$ cat src/rtl/rpn_exec_ctrl_pkg.sv
// Shared codes for the RPN command sequencer: command kinds, response status,
// ALU operation codes, FSM states and the operand-arity decode.
package rpn_exec_ctrl_pkg;

    localparam logic [1:0] CMD_PUSH  = 2'd0;
    localparam logic [1:0] CMD_OP    = 2'd1;
    localparam logic [1:0] CMD_DROP  = 2'd2;
    localparam logic [1:0] CMD_CLEAR = 2'd3;

    localparam logic [2:0] ST_OK        = 3'd0;
    localparam logic [2:0] ST_UNDERFLOW = 3'd1;
    localparam logic [2:0] ST_OVERFLOW  = 3'd2;
    localparam logic [2:0] ST_ARITH     = 3'd3;
    localparam logic [2:0] ST_SHIFT     = 3'd4;

    localparam logic [3:0] ALU_PUR = 4'd0;   // pass operand a through
    localparam logic [3:0] ALU_UAD = 4'd1;
    localparam logic [3:0] ALU_SAD = 4'd2;
    localparam logic [3:0] ALU_USB = 4'd3;
    localparam logic [3:0] ALU_SSB = 4'd4;
    localparam logic [3:0] ALU_AND = 4'd5;
    localparam logic [3:0] ALU_OR  = 4'd6;
    localparam logic [3:0] ALU_XOR = 4'd7;
    localparam logic [3:0] ALU_SLT = 4'd8;
    localparam logic [3:0] ALU_ULT = 4'd9;
    localparam logic [3:0] ALU_SHL = 4'd10;
    localparam logic [3:0] ALU_SHR = 4'd11;
    localparam logic [3:0] ALU_UNC = 4'd12;  // constant source, no operands

    typedef enum logic [1:0] {
        S_IDLE = 2'd0,
        S_EXEC = 2'd1,
        S_RESP = 2'd2
    } state_t;

    // Codes above ALU_UNC map to ALU_PUR.
    function automatic logic [3:0] alu_op_canon(input logic [3:0] op);
        return (op > ALU_UNC) ? ALU_PUR : op;
    endfunction

    function automatic logic [1:0] alu_arity(input logic [3:0] op);
        logic [1:0] n;
        case (alu_op_canon(op))
            ALU_UNC:                            n = 2'd0;
            ALU_PUR, ALU_SHL, ALU_SHR:          n = 2'd1;
            default:                            n = 2'd2;
        endcase
        return n;
    endfunction

endpackage

$ cat src/rtl/rpn_exec_ctrl_stack.sv
// DEPTH x W register stack with a combined pop of 0..2 and push of 0..1 per edge.
// Reset clears only the entry count; stored words keep stale values.
module rpn_stack #(
    parameter int DEPTH = 8,
    parameter int W     = 8
) (
    input  logic                     clk,
    input  logic                     rst,
    input  logic                     push,
    input  logic [1:0]               pop_n,
    input  logic [W-1:0]             wdata,
    output logic [W-1:0]             tos,
    output logic [W-1:0]             nos,
    output logic [$clog2(DEPTH):0]   depth
);
    localparam int AW = $clog2(DEPTH);
    localparam int DW = AW + 1;

    logic [W-1:0]  mem [DEPTH];
    logic [DW-1:0] base;
    logic [DW-1:0] tos_idx;
    logic [DW-1:0] nos_idx;

    // The pops happen first, so a push lands in the slot just above what survives.
    assign base    = depth - DW'(pop_n);
    assign tos_idx = depth - DW'(1);
    assign nos_idx = depth - DW'(2);

    assign tos = (depth > DW'(0)) ? mem[tos_idx[AW-1:0]] : '0;
    assign nos = (depth > DW'(1)) ? mem[nos_idx[AW-1:0]] : '0;

    always_ff @(posedge clk) begin
        if (rst) begin
            depth <= '0;
        end else begin
            depth <= base + DW'(push);
        end
    end

    always_ff @(posedge clk) begin
        if (push) begin
            mem[base[AW-1:0]] <= wdata;
        end
    end

endmodule

$ cat src/rtl/rpn_exec_ctrl.sv
// RPN command sequencer: owns the operand stack, checks each command, drives the
// external ALU for one cycle on valid operations and reports a status pulse.
module rpn_exec_ctrl
    import rpn_exec_ctrl_pkg::*;
#(
    parameter int DEPTH = 8,
    parameter int W     = 8
) (
    input  logic                     clk,
    input  logic                     rst,
    input  logic                     cmd_valid,
    output logic                     cmd_ready,
    input  logic [1:0]               cmd_kind,
    input  logic [W-1:0]             cmd_data,
    input  logic [3:0]               cmd_alu_op,
    output logic [W-1:0]             alu_operand_a,
    output logic [W-1:0]             alu_operand_b,
    output logic [3:0]               alu_op,
    input  logic [W-1:0]             alu_result,
    input  logic                     alu_arith_ovf,
    input  logic                     alu_shift_ovf,
    output logic                     rsp_valid,
    output logic [2:0]               rsp_status,
    output logic [W-1:0]             top_data,
    output logic [$clog2(DEPTH):0]   depth,
    output logic                     err_sticky
);
    localparam int DW = $clog2(DEPTH) + 1;

    // Handshake: a command transfers on a rising edge where cmd_valid && cmd_ready;
    // cmd_ready is high only in IDLE outside reset, and the fields must hold until then.
    state_t         state;
    logic [1:0]     arity_q;

    logic           st_rst;
    logic           st_push;
    logic [1:0]     st_pop;
    logic [W-1:0]   st_wdata;
    logic [W-1:0]   st_tos;
    logic [W-1:0]   st_nos;
    logic [DW-1:0]  st_depth;

    logic           full;
    logic           empty;
    logic [1:0]     op_arity;
    logic [2:0]     acc_status;
    logic           acc_exec;
    logic [2:0]     exec_status;

    assign cmd_ready = (state == S_IDLE) && !rst;
    assign full      = (st_depth == DW'(DEPTH));
    assign empty     = (st_depth == '0);
    assign op_arity  = alu_arity(cmd_alu_op);
    assign top_data  = st_tos;
    assign depth     = st_depth;

    assign exec_status = alu_arith_ovf ? ST_ARITH :
                         alu_shift_ovf ? ST_SHIFT : ST_OK;

    // Checks applied to the command being offered; only used on the accept edge.
    always_comb begin
        acc_status = ST_OK;
        acc_exec   = 1'b0;
        case (cmd_kind)
            CMD_PUSH: if (full)  acc_status = ST_OVERFLOW;
            CMD_DROP: if (empty) acc_status = ST_UNDERFLOW;
            CMD_OP: begin
                if (st_depth < DW'(op_arity))           acc_status = ST_UNDERFLOW;
                else if (op_arity == 2'd0 && full)      acc_status = ST_OVERFLOW;
                else                                    acc_exec   = 1'b1;
            end
            default: ;
        endcase
    end

    always_comb begin
        st_push  = 1'b0;
        st_pop   = 2'd0;
        st_wdata = cmd_data;
        st_rst   = rst;
        if (state == S_IDLE && cmd_valid) begin
            case (cmd_kind)
                CMD_PUSH:  st_push = !full;
                CMD_DROP:  st_pop  = {1'b0, !empty};
                CMD_CLEAR: st_rst  = 1'b1;
                default: ;
            endcase
        end else if (state == S_EXEC) begin
            st_push  = 1'b1;
            st_pop   = arity_q;
            st_wdata = alu_result;
        end
    end

    rpn_stack #(.DEPTH(DEPTH), .W(W)) u_stack (
        .clk   (clk),
        .rst   (st_rst),
        .push  (st_push),
        .pop_n (st_pop),
        .wdata (st_wdata),
        .tos   (st_tos),
        .nos   (st_nos),
        .depth (st_depth)
    );

    always_ff @(posedge clk) begin
        if (rst) begin
            state         <= S_IDLE;
            arity_q       <= 2'd0;
            alu_operand_a <= '0;
            alu_operand_b <= '0;
            alu_op        <= ALU_PUR;
            rsp_valid     <= 1'b0;
            rsp_status    <= ST_OK;
            err_sticky    <= 1'b0;
        end else begin
            case (state)
                S_IDLE: begin
                    if (cmd_valid) begin
                        if (acc_exec) begin
                            state         <= S_EXEC;
                            arity_q       <= op_arity;
                            alu_op        <= alu_op_canon(cmd_alu_op);
                            alu_operand_a <= (op_arity == 2'd2) ? st_nos :
                                             (op_arity == 2'd1) ? st_tos : '0;
                            alu_operand_b <= (op_arity == 2'd2) ? st_tos : '0;
                        end else begin
                            state      <= S_RESP;
                            rsp_valid  <= 1'b1;
                            rsp_status <= acc_status;
                            if (cmd_kind == CMD_CLEAR)    err_sticky <= 1'b0;
                            else if (acc_status != ST_OK) err_sticky <= 1'b1;
                        end
                    end
                end
                S_EXEC: begin
                    state         <= S_RESP;
                    rsp_valid     <= 1'b1;
                    rsp_status    <= exec_status;
                    alu_op        <= ALU_PUR;
                    alu_operand_a <= '0;
                    alu_operand_b <= '0;
                    if (exec_status != ST_OK) err_sticky <= 1'b1;
                end
                S_RESP: begin
                    state     <= S_IDLE;
                    rsp_valid <= 1'b0;
                end
                default: begin
                    state     <= S_IDLE;
                    rsp_valid <= 1'b0;
                end
            endcase
        end
    end

endmodule

$ cat config.mk
export PLATFORM = sky130hd
export DESIGN_NAME = rpn_exec_ctrl
export DESIGN_NICKNAME = d
export VERILOG_FILES = /design/src/rtl/rpn_exec_ctrl_pkg.sv /design/src/rtl/rpn_exec_ctrl_stack.sv /design/src/rtl/rpn_exec_ctrl.sv
export SDC_FILE = /design/constraint.sdc
export NUM_CORES = 1
export LEC_CHECK = 0
export CORE_ASPECT_RATIO = 0.75
export CORE_MARGIN = 2
export CORE_UTILIZATION = 45
export DETAILED_ROUTE_END_ITERATION = 10
export PLACE_DENSITY_LB_ADDON = 0.12
export SETUP_SLACK_MARGIN = 0.1
export SLEW_MARGIN = 20
export SYNTH_ARGS = -nofsm -noshare
export SYNTH_HDL_FRONTEND = slang
export SYNTH_SLANG_ARGS = --single-unit
$ cat constraint.sdc
create_clock -name clk -period 3.55 [get_ports clk]
set_clock_uncertainty 0.2 [all_clocks]
set_input_delay 0.5325 -clock clk [delete_from_list [all_inputs] [get_ports clk]]
set_output_delay 0.5325 -clock clk [all_outputs]
set_load 0.005 [all_outputs]
## After elaboration in Yosys (flattened, before gate mapping)

Memories as Yosys holds them, arrays and structs flattened.
Cells that the tools add are included.
Widths: inputs -> output; s select.

| word-level totals | value |
|---|---|
| output and inout bits | 38 |
| register bits | 33 |
| input port bits | 27 |
| memories | 1 |
| memory bits (writable) | 64 |

Memory list:

| memory | words | width | read ports | clocked after Yosys merged registers in | write ports | line | RTL |
|---|---|---|---|---|---|---|---|
| u_stack.mem | 8 | 8 | 2 | 0 | 1 | rpn_exec_ctrl_stack.sv:19 | `logic [W-1:0] mem [DEPTH];` |

| operators by class | value |
|---|---|
| muxes and demuxes | 53 |
| reductions and logical operators | 20 |
| add/sub/neg operators | 4 |
| magnitude comparators | 4 |
| equal/unequal tests | 15 |

Operator list:

| operator | number |
|---|---|
| $mux 8 | 11 |
| $pmux 8 s2 | 2 |
| $mux 1 | 19 |
| $eq 4x4->1 const B | 4 |
| $mux 2 | 7 |
| $mux 3 | 4 |
| $mux 4 | 3 |
| $reduce_and 3->1 | 3 |
| $gt 4x1->1 const B | 2 |
| $logic_not 4->1 | 2 |
| $pmux 2 s2 | 2 |
| $pmux 4 s2 | 1 |
| $eq 2x1->1 const B | 3 |
| $eq 2x2->1 const B | 3 |
| $logic_not 2->1 | 3 |
| $ne 2x2->1 const B | 3 |
| $pmux 2 s3 | 1 |
| $pmux 3 s2 | 1 |
| $reduce_bool 3->1 | 2 |
| $reduce_and 5->1 | 1 |
| $add 4x1->4 | 1 |
| $gt 4x4->1 const B | 1 |
| $lt 4x2->1 | 1 |
| $pmux 1 s2 | 2 |
| 10 further kinds | 14 |

## Logic depth before layout (Yosys ltp)

Gate-level depths: netlist of run 1.

| logic depth | value |
|---|---|
| word-level depth | 16 |
| mapped depth | 16 |

## Hierarchy

A second synthesis of run 1 with hierarchy kept.

| second synthesis, totals | value |
|---|---|
| cells, all modules | 422 |
| area, all modules | 5,101.1 um^2 |

By module, submodules not included:

| module | area an instance (um^2) | cells an instance | seq. area each (um^2) | times used |
|---|---|---|---|---|
| rpn_stack | 3,462.1 | 216 | 2,001.9 | 1 |
| rpn_exec_ctrl | 1,639.1 | 206 | 580.6 | 1 |

## Worst setup path after synthesis of run 1

No wires, ideal clock.

| path | value |
|---|---|
| path type | register -> register |
| start | register u_stack.depth[0] |
| end | memory u_stack.mem[2][0] (enable) |
| library setup time | 383 ps |
| slack | -331 ps |
| arrival | 3,298 ps |
| buffers on the path | 3 |
| stages on the path, launching flop included | 15 |
| period minus slack after synthesis | 3,881 ps |
| cell sequence | dfxtp_1 > clkbuf_2 > buf_2 > buf_2 > inv_1 > ha_1 > nor3b_2 > nor3_1 > a21oi_1 > nor2_1 > ha_1 > inv_1 > fa_1 > xnor2_1 > nor3_1 |

| between the ends | value |
|---|---|
| word-level cells in the longest chain between the ends | 6 |
| elaborated cells on any way between the ends | 11 |
| classes of those cells | 1 x add/sub; 1 x eq/ne; 6 x mux; 3 x reduce/logical |

RTL lines:

| element | line | RTL |
|---|---|---|
| start: declaration | rpn_exec_ctrl_stack.sv:14 | `output logic [$clog2(DEPTH):0] depth` |
| start signal: assignment | rpn_exec_ctrl_stack.sv:36 | `depth <= base + DW'(push);` |
| branches (longest 6 deep; another with $sub 4x2->4) | -- |  |
| end: declaration | rpn_exec_ctrl_stack.sv:19 |  |

Several ways; the timed one is not identified.

## Worst setup path in the final report of run 1

| path | value |
|---|---|
| start | register u_stack.depth[1] |
| end | output top_data[5] |

| between the ends | value |
|---|---|
| word-level cells in the longest chain between the ends | 3 |
| elaborated cells on any way between the ends | 4 |
| classes of those cells | 1 x add/sub; 1 x order compare; 1 x mux; 1 x memory |

RTL lines:

| element | line | RTL |
|---|---|---|
| $sub 3x1->3 | rpn_exec_ctrl_stack.sv:26 | `assign tos_idx = depth - DW'(1);` |
| $mem_v2 8x8 | -- |  |
| $mux 8 (*) | rpn_exec_ctrl_stack.sv:29 | `assign tos = (depth > DW'(0)) ? mem[tos_idx[AW-1:0]] : '0;` |
| end: declaration | rpn_exec_ctrl.sv:24 | `output logic [W-1:0] top_data,` |

Every way passes the cells marked *; elsewhere a longest branch is shown, timed or not.

==> results of run 1 <==
power by group:
group	leakage, nW	internal, mW	total, mW	switching [mW]
sequential	0.844	1.23	1.25	0.0152
clock	0.144	0.566	0.981	0.414
combinational	1.11	0.262	0.538	0.276
total	2.09	2.06	2.76	0.706
cells by family (layout without fill, tap and decap cells):
logic type,count (synthesis),after routing,synth area share [%]
flip-flops,97,97,53.43
adder cells (fa/ha/maj),8,8,2.226
AND/OR/NAND/NOR,133,133,13.36
multiplexers,48,48,15.84
buffers and inverters,32,126,3.029
AO/OA/AOI/OAI,69,69,11.03
XOR/XNOR,6,6,1.087
worst max-delay path: stages, from the launching register on:
cell	delay [ps]
dfxtp_1	350
inv_1	70
ha_1	310
buf_12	190
mux4_2	530
a22o_1	310
clkdlybuf4s50_1	480
worst paths after layout:
path | from | endpoint | slack (ps)
max reg2reg | u_stack.depth[0] | u_stack.mem[5][4] | 410
min reg2reg | alu_op[2] | alu_op[2] | 250
min | alu_op[2] | alu_op[2] | 250
max | u_stack.depth[1] | top_data[5] | 220
sequential cells by signal, indices dropped and copies added, names as in the netlist:
register	count
alu_op	4
rsp_status	3
arity_q	2
alu_operand_a	8
u_stack.mem	64
rsp_valid	1
u_stack.depth	4
err_sticky	1
alu_operand_b	8
state	2
per-stage QoR:
| step | cells | setup WS, ps | setup TNS (ps) | power (mW) | utilization [%] |
|---|---|---|---|---|---|
| finish | 623 | 224.7 | 0 | 2.764 | 60.07 |
| global route | 623 | 90.19 | 0 | 2.866 | 60.07 |
| CTS | 623 | 123.5 | 0 | 2.765 | 59.95 |
| detailed placement | 607 | -73.70 | -543.2 | 1.799 | 57.12 |
| global placement | 607 | 91.86 | 0 | 1.797 | 57.12 |
| floorplan | 393 | 104.7 | 0 | 1.574 | - |
cell type report:
cell class / instances / area share [%]
Clock inverter: 3 / 0.7030
Timing Repair Buffer: 100 / 14.88
Multi-Input combinational cell: 264 / 35.59
Inverter: 10 / 0.6025
Clock buffer: 13 / 4.017
Tap cell: 136 / 2.731
Sequential cell: 97 / 41.47
routing by layer:
layer	track usage (%)	vias up	wire, um
met1	34.72	1771	5861
li1	-	1680	-
met4	5.777	0	183
met2	35.21	157	5791
met5	0	-	0
met3	6.978	21	978
placed cells by master, fill, tap and decap left out, drive strengths merged, types with 2 or more instances in the layout:
cell type,n
ha,7
xnor2,5
edfxtp,64
clkbuf,13
nor3,17
a221o,4
nor3b,4
mux2i,18
o21a,2
nand4,2
buf,36
a21o,2
nor2,31
o22ai,5
clkinv,2
nor2b,5
nand3b,2
a21oi,21
dfxtp,33
o2111ai,2
clkdlybuf4s50,64
a2111oi,6
mux2,8
inv,10
a22o,4
and3,4
nand3,12
nand2,49
o21ai,6
or3,3
mux4,22
a211oi,10
==> flow_metrics.py, run 1 <==
metrics = {
    "synth": {
        "synth_area_um2": 4833,
        "synth_ff_type": "edfxtp_1",
        "async_reset_ff_share_pct": 0,
        "yosysWarnings": 0,
        "synth_cell_types": 58,
        "yosysTopAreaCellShare_pct": 39.76,
        "yosysSeqAreaShare_pct": 53.43,
        "synth_edf_count": 64,
        "netlist_instances": 393,
        "synth_fp_nets": 428,
        "yosysMostFrequentCell": "edfxtp_1",
        "synth.top_cells.by_count": "edfxtp_1 (64), nand2_1 (48), dfxtp_1 (33), nor2_1 (31), mux4_2 (22)",
        "synth_area_per_cell_um2": 12.30,
        "ys_ff_latch": 97,
        "synth_top_cells_by_area": "edfxtp_1 (40%), dfxtp_1 (14%), mux4_2 (10%)",
        "synth_top_cell_by_area": "edfxtp_1",
    },
    "clock_tree": {
        "cts_buffers": 9,
        "cts_setup_buffers": 0,
        "clock-sinks": 97,
        "postCtsResizedCells": 0,
        "cts_tree": "done",
        "cts_hold_buf": 0,
        "cts-root-buf": "clkbuf_16",
        "clockBufferDepth": 2,
        "clkLatencyLatePin_ps": 350,
        "htreeDepth": 3,
        "cts.clk_slew.worst_paths_ps": 60,
    },
    "global_route": {
        "antenna_found_initial": 0,
        "grt_usage_pct": 23.90,
        "grt_pass1_wl_um": 20010,
        "grt_pass1_vias": 3566,
        "gr-total-overflow": 0,
        "grt_max_degree": 33,
    },
    "setup_path": {
        "crit_path_start_kind": "register",
        "path_max_fanout": 16,
        "crit_path_end_kind": "output pin",
        "r2r_cells": 11,
        "crit_type": "register to output pin",
        "crit_required_ps": 2820,
        "worstPathArrival_ps": 2590,
    },
    "layout": {
        "nFillCells": 834,
        "final_area_um2": 6230,
        "area_growth_pct": 28.89,
        "multi_input_area_um2": 2217,
        "fin_nets": 517,
        "regArea_um2": 2584,
        "antenna-diode-count": 0,
        "drive_gt1_share_pct": 23.00,
    },
    "floorplanning": {
        "ios": 65,
        "initial_core_util_pct": 46.61,
        "core-area_um2": 10370,
        "die_area_um2": 11590,
        "row_count": 32,
        "die_height_um": 93.76,
        "fp.dieW_um": 123.7,
    },
    "timing": {
        "worst_pin_slew_ps": 839.3,
        "fmaxAchievable_mhz": 300.7,
        "setup_viol": 0,
        "finalHoldViolations": 0,
        "final.min_clock_period_ps": 3325,
        "holdWs_ps": 250.6,
        "rsz0062_at_grt": "true",
        "min_period_over_period_pct": 93.67,
        "slew_violations": 0,
        "max_slew_margin_pct": 43.91,
    },
    "outcome": {
        "outcome": "finished, final reports clean",
    },
    "detailed_routing": {
        "via_per_inst": 5.825,
        "ant_nets": 0,
        "wl_per_cell_um": 20.57,
        "drt_wl_total_um": 12820,
        "num_vias": 3629,
        "drc": 0,
        "drt_iter0_drc": 308,
        "firstDrtPassIters": 5,
    },
    "worst_hold_path": {
        "worstHoldPathCells": 2,
        "hold_path.class": "register to register",
    },
    "placement": {
        "dpl_cell_area_um2": 5923,
        "portBuffers": 64,
        "place_congestion": 0.8412,
        "hpwl_um": 9009,
    },
    "power": {
        "p_leak_nw": 2.094,
        "power_density_nw_per_um2": 443.7,
        "peakVddDrop_mv": 0.2658,
    },
    "run": {
        "drv_cap": 0,
    },
}
No activity file was read; power rests on OpenSTA's default activity.
==> run 2, diff against run 1 <==
DONT_BUFFER_PORTS = 1   (was unset)
==> run 2 against run 1 <==
Compared with the run above: cell area down 13%; sequential cell count unchanged; global-route usage shrank 0.56 points; count of clock-buffer cells in the layout decreased by 3; wire length fell by 1.2%; critical path depth up 5; fmax rose by 8.1%; die area unchanged; critical endpoint is now u_stack.mem[5][5].
==> flow_metrics.py, run 2 (synthesis results as in run 1) <==
metrics = {
    "timing": {
        "fin_tns_setup_ps": 0,
        "setup_viol": 0,
        "rsz0062_at_grt": "false",
        "fmaxAchievable_mhz": 325.1,
        "min_period_over_period_pct": 86.64,
        "worst_pin_slew_ps": 853.9,
        "slew_violations": 0,
        "max_slew_margin_pct": 42.94,
        "final.min_clock_period_ps": 3076,
        "finalHoldViolations": 0,
    },
    "layout": {
        "layout_common_cells": "edfxtp_1 (64), nand2_1 (47), dfxtp_1 (32)",
        "area_growth_pct": 12.04,
        "fin_nets": 433,
        "drive_gt1_share_pct": 22.33,
        "largest_reg_flops": 64,
        "nFillCells": 892,
        "antenna-diode-count": 0,
        "utilization_pct": 52.22,
        "layout_commonest_cell": "edfxtp_1",
    },
    "setup_path": {
        "crit_path_end_kind": "register",
        "path_max_fanout": 8,
        "crit_chain": "inv_1 > ha_1 > nor3b_4 > nor3_1 > a21oi_1 > nor2_1 > ha_1 > inv_1 > fa_2 > nor3_2 > and3_2",
        "critPathTopFamily": "simple AND/OR/NAND/NOR gates",
        "worst-path-buf-inv": 2,
        "crit_type": "register to register",
        "cpPeakStageDelay_ps": 490,
        "worstPathArrival_ps": 2890,
        "crit_required_ps": 3360,
        "crit_path_start_kind": "register",
        "crit_slowest_cell": "fa_2",
    },
    "power": {
        "pwr-share-seq_pct": 47.9,
        "p_int_mw": 1.942,
        "pwr-share-clk_pct": 36.8,
        "power_density_nw_per_um2": 481.9,
        "peakVddDrop_mv": 0.2773,
        "p_sw_share_pct": 25.59,
        "p_leak_nw": 1.750,
        "pwr-share-comb_pct": 15.3,
        "p_switching_mw": 0.6676,
    },
    "clock_tree": {
        "clockBufferDepth": 2,
        "cts.clk_slew.worst_paths_ps": 70,
        "clock-sinks": 97,
        "postCtsResizedCells": 0,
        "cts_tree": "done",
        "clkLatencyLatePin_ps": 340,
        "htreeDepth": 3,
        "cts_hold_buf": 0,
        "cts_buffers": 9,
        "cts-root-buf": "clkbuf_16",
        "cts_setup_buffers": 0,
    },
    "placement": {
        "place_congestion": 0.7739,
        "hpwl_um": 8919,
        "portBuffers": 0,
    },
    "global_route": {
        "antenna_found_initial": 0,
        "grt_usage_pct": 23.34,
        "grt_max_degree": 52,
        "grt_pass1_wl_um": 19240,
        "grt_pass1_vias": 3225,
        "gr-total-overflow": 0,
    },
    "detailed_routing": {
        "num_vias": 3249,
        "firstDrtPassIters": 4,
        "drt_wl_total_um": 12660,
        "drt_iter0_drc": 285,
        "dr_wl_met3_um": 860,
        "drc": 0,
        "wirelength_met1_um": 5920,
        "route.met2.wl_um": 5817,
        "route.top_layer_used": "met4",
        "wl_per_cell_um": 23.49,
        "via_per_inst": 6.028,
        "ant_nets": 0,
    },
    "floorplanning": {
        "initial_core_util_pct": 46.61,
        "die_height_um": 93.76,
        "fp.dieW_um": 123.7,
        "ios": 65,
        "die_area_um2": 11590,
        "row_count": 32,
        "core-area_um2": 10370,
    },
    "outcome": {
        "outcome": "finished, final reports clean",
    },
    "worst_hold_path": {
        "hold_path.class": "input pin to register",
    },
    "run": {
        "drv_cap": 0,
    },
}
run 2: cell count changes in the layout (fill, tap and decap cells not counted), sizes merged:
cell	change
clkinvlp	+3
clkdlybuf4s50	-64
inv	+1
clkinv	-1
clkbuf	-3
buf	-20
run 2: cell type report:
| type | instances | area (um2) | area share [%] |
|---|---|---|---|
| inverters | 10 | 37.54 | 0.6932 |
| repair buffers | 16 | 120.1 | 2.218 |
| multi-input cells | 264 | 2208 | 40.78 |
| clock buffers | 10 | 229.0 | 4.228 |
| clock inverters | 6 | 66.31 | 1.225 |
| flip-flops and latches | 97 | 2584 | 47.71 |
| well taps | 136 | 170.2 | 3.142 |
run 2: metrics by stage:
step | cells | instance area, um2 | power, mW | hold WS, ps | setup WS [ps]
after floorplan | 393 | 4946 | 1.574 | 248.3 | 104.7
final | 539 | 5415 | 2.609 | 60.34 | 474.5
after global routing | 539 | 5415 | 2.706 | 37.67 | 273.4
after CTS | 539 | 5415 | 2.629 | 42.97 | 455.9
after global placement | 523 | 5120 | 1.673 | 257.4 | 329.4
after detailed placement | 523 | 5120 | 1.676 | 261.5 | 295.3
run 2: worst paths after layout:
| path | start | endpoint | slack, ps | depth (start not counted) |
|---|---|---|---|---|
| worst min-delay path | rst | rsp_status[0] | 60 | 1 |
| worst max register to register | u_stack.depth[0] | u_stack.mem[5][5] | 470 | 11 |
| worst min register to register | rsp_valid | rsp_valid | 270 | 2 |
| worst max-delay path | u_stack.depth[0] | u_stack.mem[5][5] | 470 | 11 |
run 2: power groups by stage:
stage	Sequential [mW]	Combinational, mW	Clock, mW
2_1_floorplan	1.27	0.306	0
3_3_place_gp	1.27	0.400	0
3_5_place_dp	1.27	0.403	0
4_1_cts	1.25	0.404	0.976
5_1_grt	1.25	0.439	1.02
6_report	1.25	0.400	0.960
run 2: metal layers:
metal,GRT usage [%],vias up
met3,6.857,6
met1,33.51,1626
li1,-,1517
met4,5.114,0
met2,35.12,100
met5,0,-
==> run 3, diff against run 2 <==
MAX_ROUTING_LAYER = met4   (was unset)
==> run 3 against run 2 <==
Compared with the run above: sequential share of layout area unchanged; wire length is 0.58% higher; largest cell class unchanged; critical path type is now register to output pin; worst hold slack worse by 9.1 ps; die area unchanged; register-to-register slack got worse by 20 ps; sequential power about the same; critical endpoint is now top_data[2]; largest power group unchanged; non-clock buffer count did not move; total power up 0.29%.
==> flow_metrics.py, run 3 (synthesis results as in run 1) <==
metrics = {
    "setup_path": {
        "path_max_fanout": 16,
        "crit_path_start_kind": "register",
        "crit_required_ps": 2820,
        "crit_path_end_kind": "output pin",
        "crit_slowest_cell": "dfxtp_1",
        "cpPeakStageDelay_ps": 410,
        "worstPathArrival_ps": 2380,
        "crit_chain": "buf_4 > xnor2_1 > buf_4 > nor2_1 > a22o_1",
        "crit_type": "register to output pin",
        "cp_common_cell": "buf_4",
    },
    "detailed_routing": {
        "via_per_inst": 6.059,
        "drt_iter0_drc": 260,
        "num_vias": 3266,
        "route.met2.wl_um": 5638,
        "dr_wl_met3_um": 898,
        "wl_per_cell_um": 23.62,
        "drc": 0,
        "drt_wl_total_um": 12730,
        "ant_nets": 0,
        "route.top_layer_used": "met4",
        "firstDrtPassIters": 5,
        "wirelength_met1_um": 6090,
    },
    "power": {
        "power_density_nw_per_um2": 483.3,
        "p_leak_nw": 1.750,
        "peakVddDrop_mv": 0.2770,
    },
    "clock_tree": {
        "cts-root-buf": "clkbuf_16",
        "cts.clk_slew.worst_paths_ps": 70,
        "cts_tree": "done",
        "postCtsResizedCells": 0,
        "clock-sinks": 97,
        "clkLatencyLatePin_ps": 340,
        "cts_hold_buf": 0,
        "htreeDepth": 3,
        "cts_setup_buffers": 0,
        "cts_buffers": 9,
        "clockBufferDepth": 2,
    },
    "global_route": {
        "grt_pass1_vias": 3221,
        "gr-total-overflow": 0,
        "grt_max_degree": 52,
        "antenna_found_initial": 0,
        "grt_usage_pct": 24.02,
        "grt_pass1_wl_um": 19240,
    },
    "floorplanning": {
        "ios": 65,
        "die_height_um": 93.76,
        "row_count": 32,
        "core-area_um2": 10370,
        "initial_core_util_pct": 46.61,
        "fp.dieW_um": 123.7,
        "die_area_um2": 11590,
    },
    "layout": {
        "fin_nets": 433,
        "area_growth_pct": 12.04,
        "drive_gt1_share_pct": 22.33,
        "antenna-diode-count": 0,
        "nFillCells": 892,
        "final_cells": 539,
        "layout_commonest_cell": "edfxtp_1",
        "layout_common_cells": "edfxtp_1 (64), nand2_1 (47), dfxtp_1 (32)",
        "largest_reg_flops": 64,
    },
    "placement": {
        "hpwl_um": 8919,
        "place_congestion": 0.7844,
        "portBuffers": 0,
        "pre_cts_slack_ps": 295.3,
        "dp_cells": 523,
    },
    "timing": {
        "fin_tns_setup_ps": 0,
        "fmaxAchievable_mhz": 321.6,
        "setup_ws_ps": 440.9,
        "slew_violations": 0,
        "final.min_clock_period_ps": 3109,
        "worst_pin_slew_ps": 861.8,
        "finalHoldViolations": 0,
        "rsz0062_at_grt": "false",
        "max_slew_margin_pct": 42.41,
        "setup_viol": 0,
        "min_period_over_period_pct": 87.58,
    },
    "worst_hold_path": {
        "hold_path.class": "input pin to register",
    },
    "run": {
        "drv_cap": 0,
    },
    "outcome": {
        "outcome": "finished, final reports clean",
    },
}
run 3: through the flow:
step	instance area [um2]	utilization [%]	total power, mW	hold WS, ps
CTS	5415	52.22	2.629	42.97
floorplan	4946	-	1.574	248.3
global placement	5120	49.37	1.673	257.4
detailed placement	5120	49.37	1.676	261.5
global route	5415	52.22	2.709	36.50
finish	5415	52.22	2.617	51.29
run 3: cell type report:
class                      count  area (um2)  area share [%]
clock buffer                  10       229.0           4.228
clock inverter                 6       66.31           1.225
inverter                      10       37.54          0.6932
multi-input combinational    264        2208           40.78
sequential                    97        2584           47.71
tap                          136       170.2           3.142
timing repair buffer          16       120.1           2.218
run 3: worst max-delay path, delay by kind of cell, from the launching register on:
kind	cells	cell delay (ps)
buf+inv	2	580
simple gates	1	400
flops	1	410
compound gates	1	360
xor+xnor	1	260
run 3: final timing paths:
kind | start | endpoint | slack [ps] | cells after the start
setup reg to reg | u_stack.depth[0] | u_stack.mem[5][5] | 450 | 11
hold reg to reg | rsp_valid | rsp_valid | 270 | 2
setup / recovery | u_stack.depth[2] | top_data[2] | 440 | 5
hold / removal | rst | rsp_status[0] | 50 | 1
run 3: per-layer routing:
metal	up-vias	track usage (%)
li1	1520	-
met4	0	5.114
met2	91	35.12
met1	1644	33.71
met5	-	-
met3	11	6.675
run 3: report_power, final:
part | switching [mW] | total, mW | internal (mW)
Clock | 0.418 | 0.965 | 0.547
Combinational | 0.239 | 0.403 | 0.164
Sequential | 0.0186 | 1.25 | 1.23
Total | 0.675 | 2.62 | 1.94
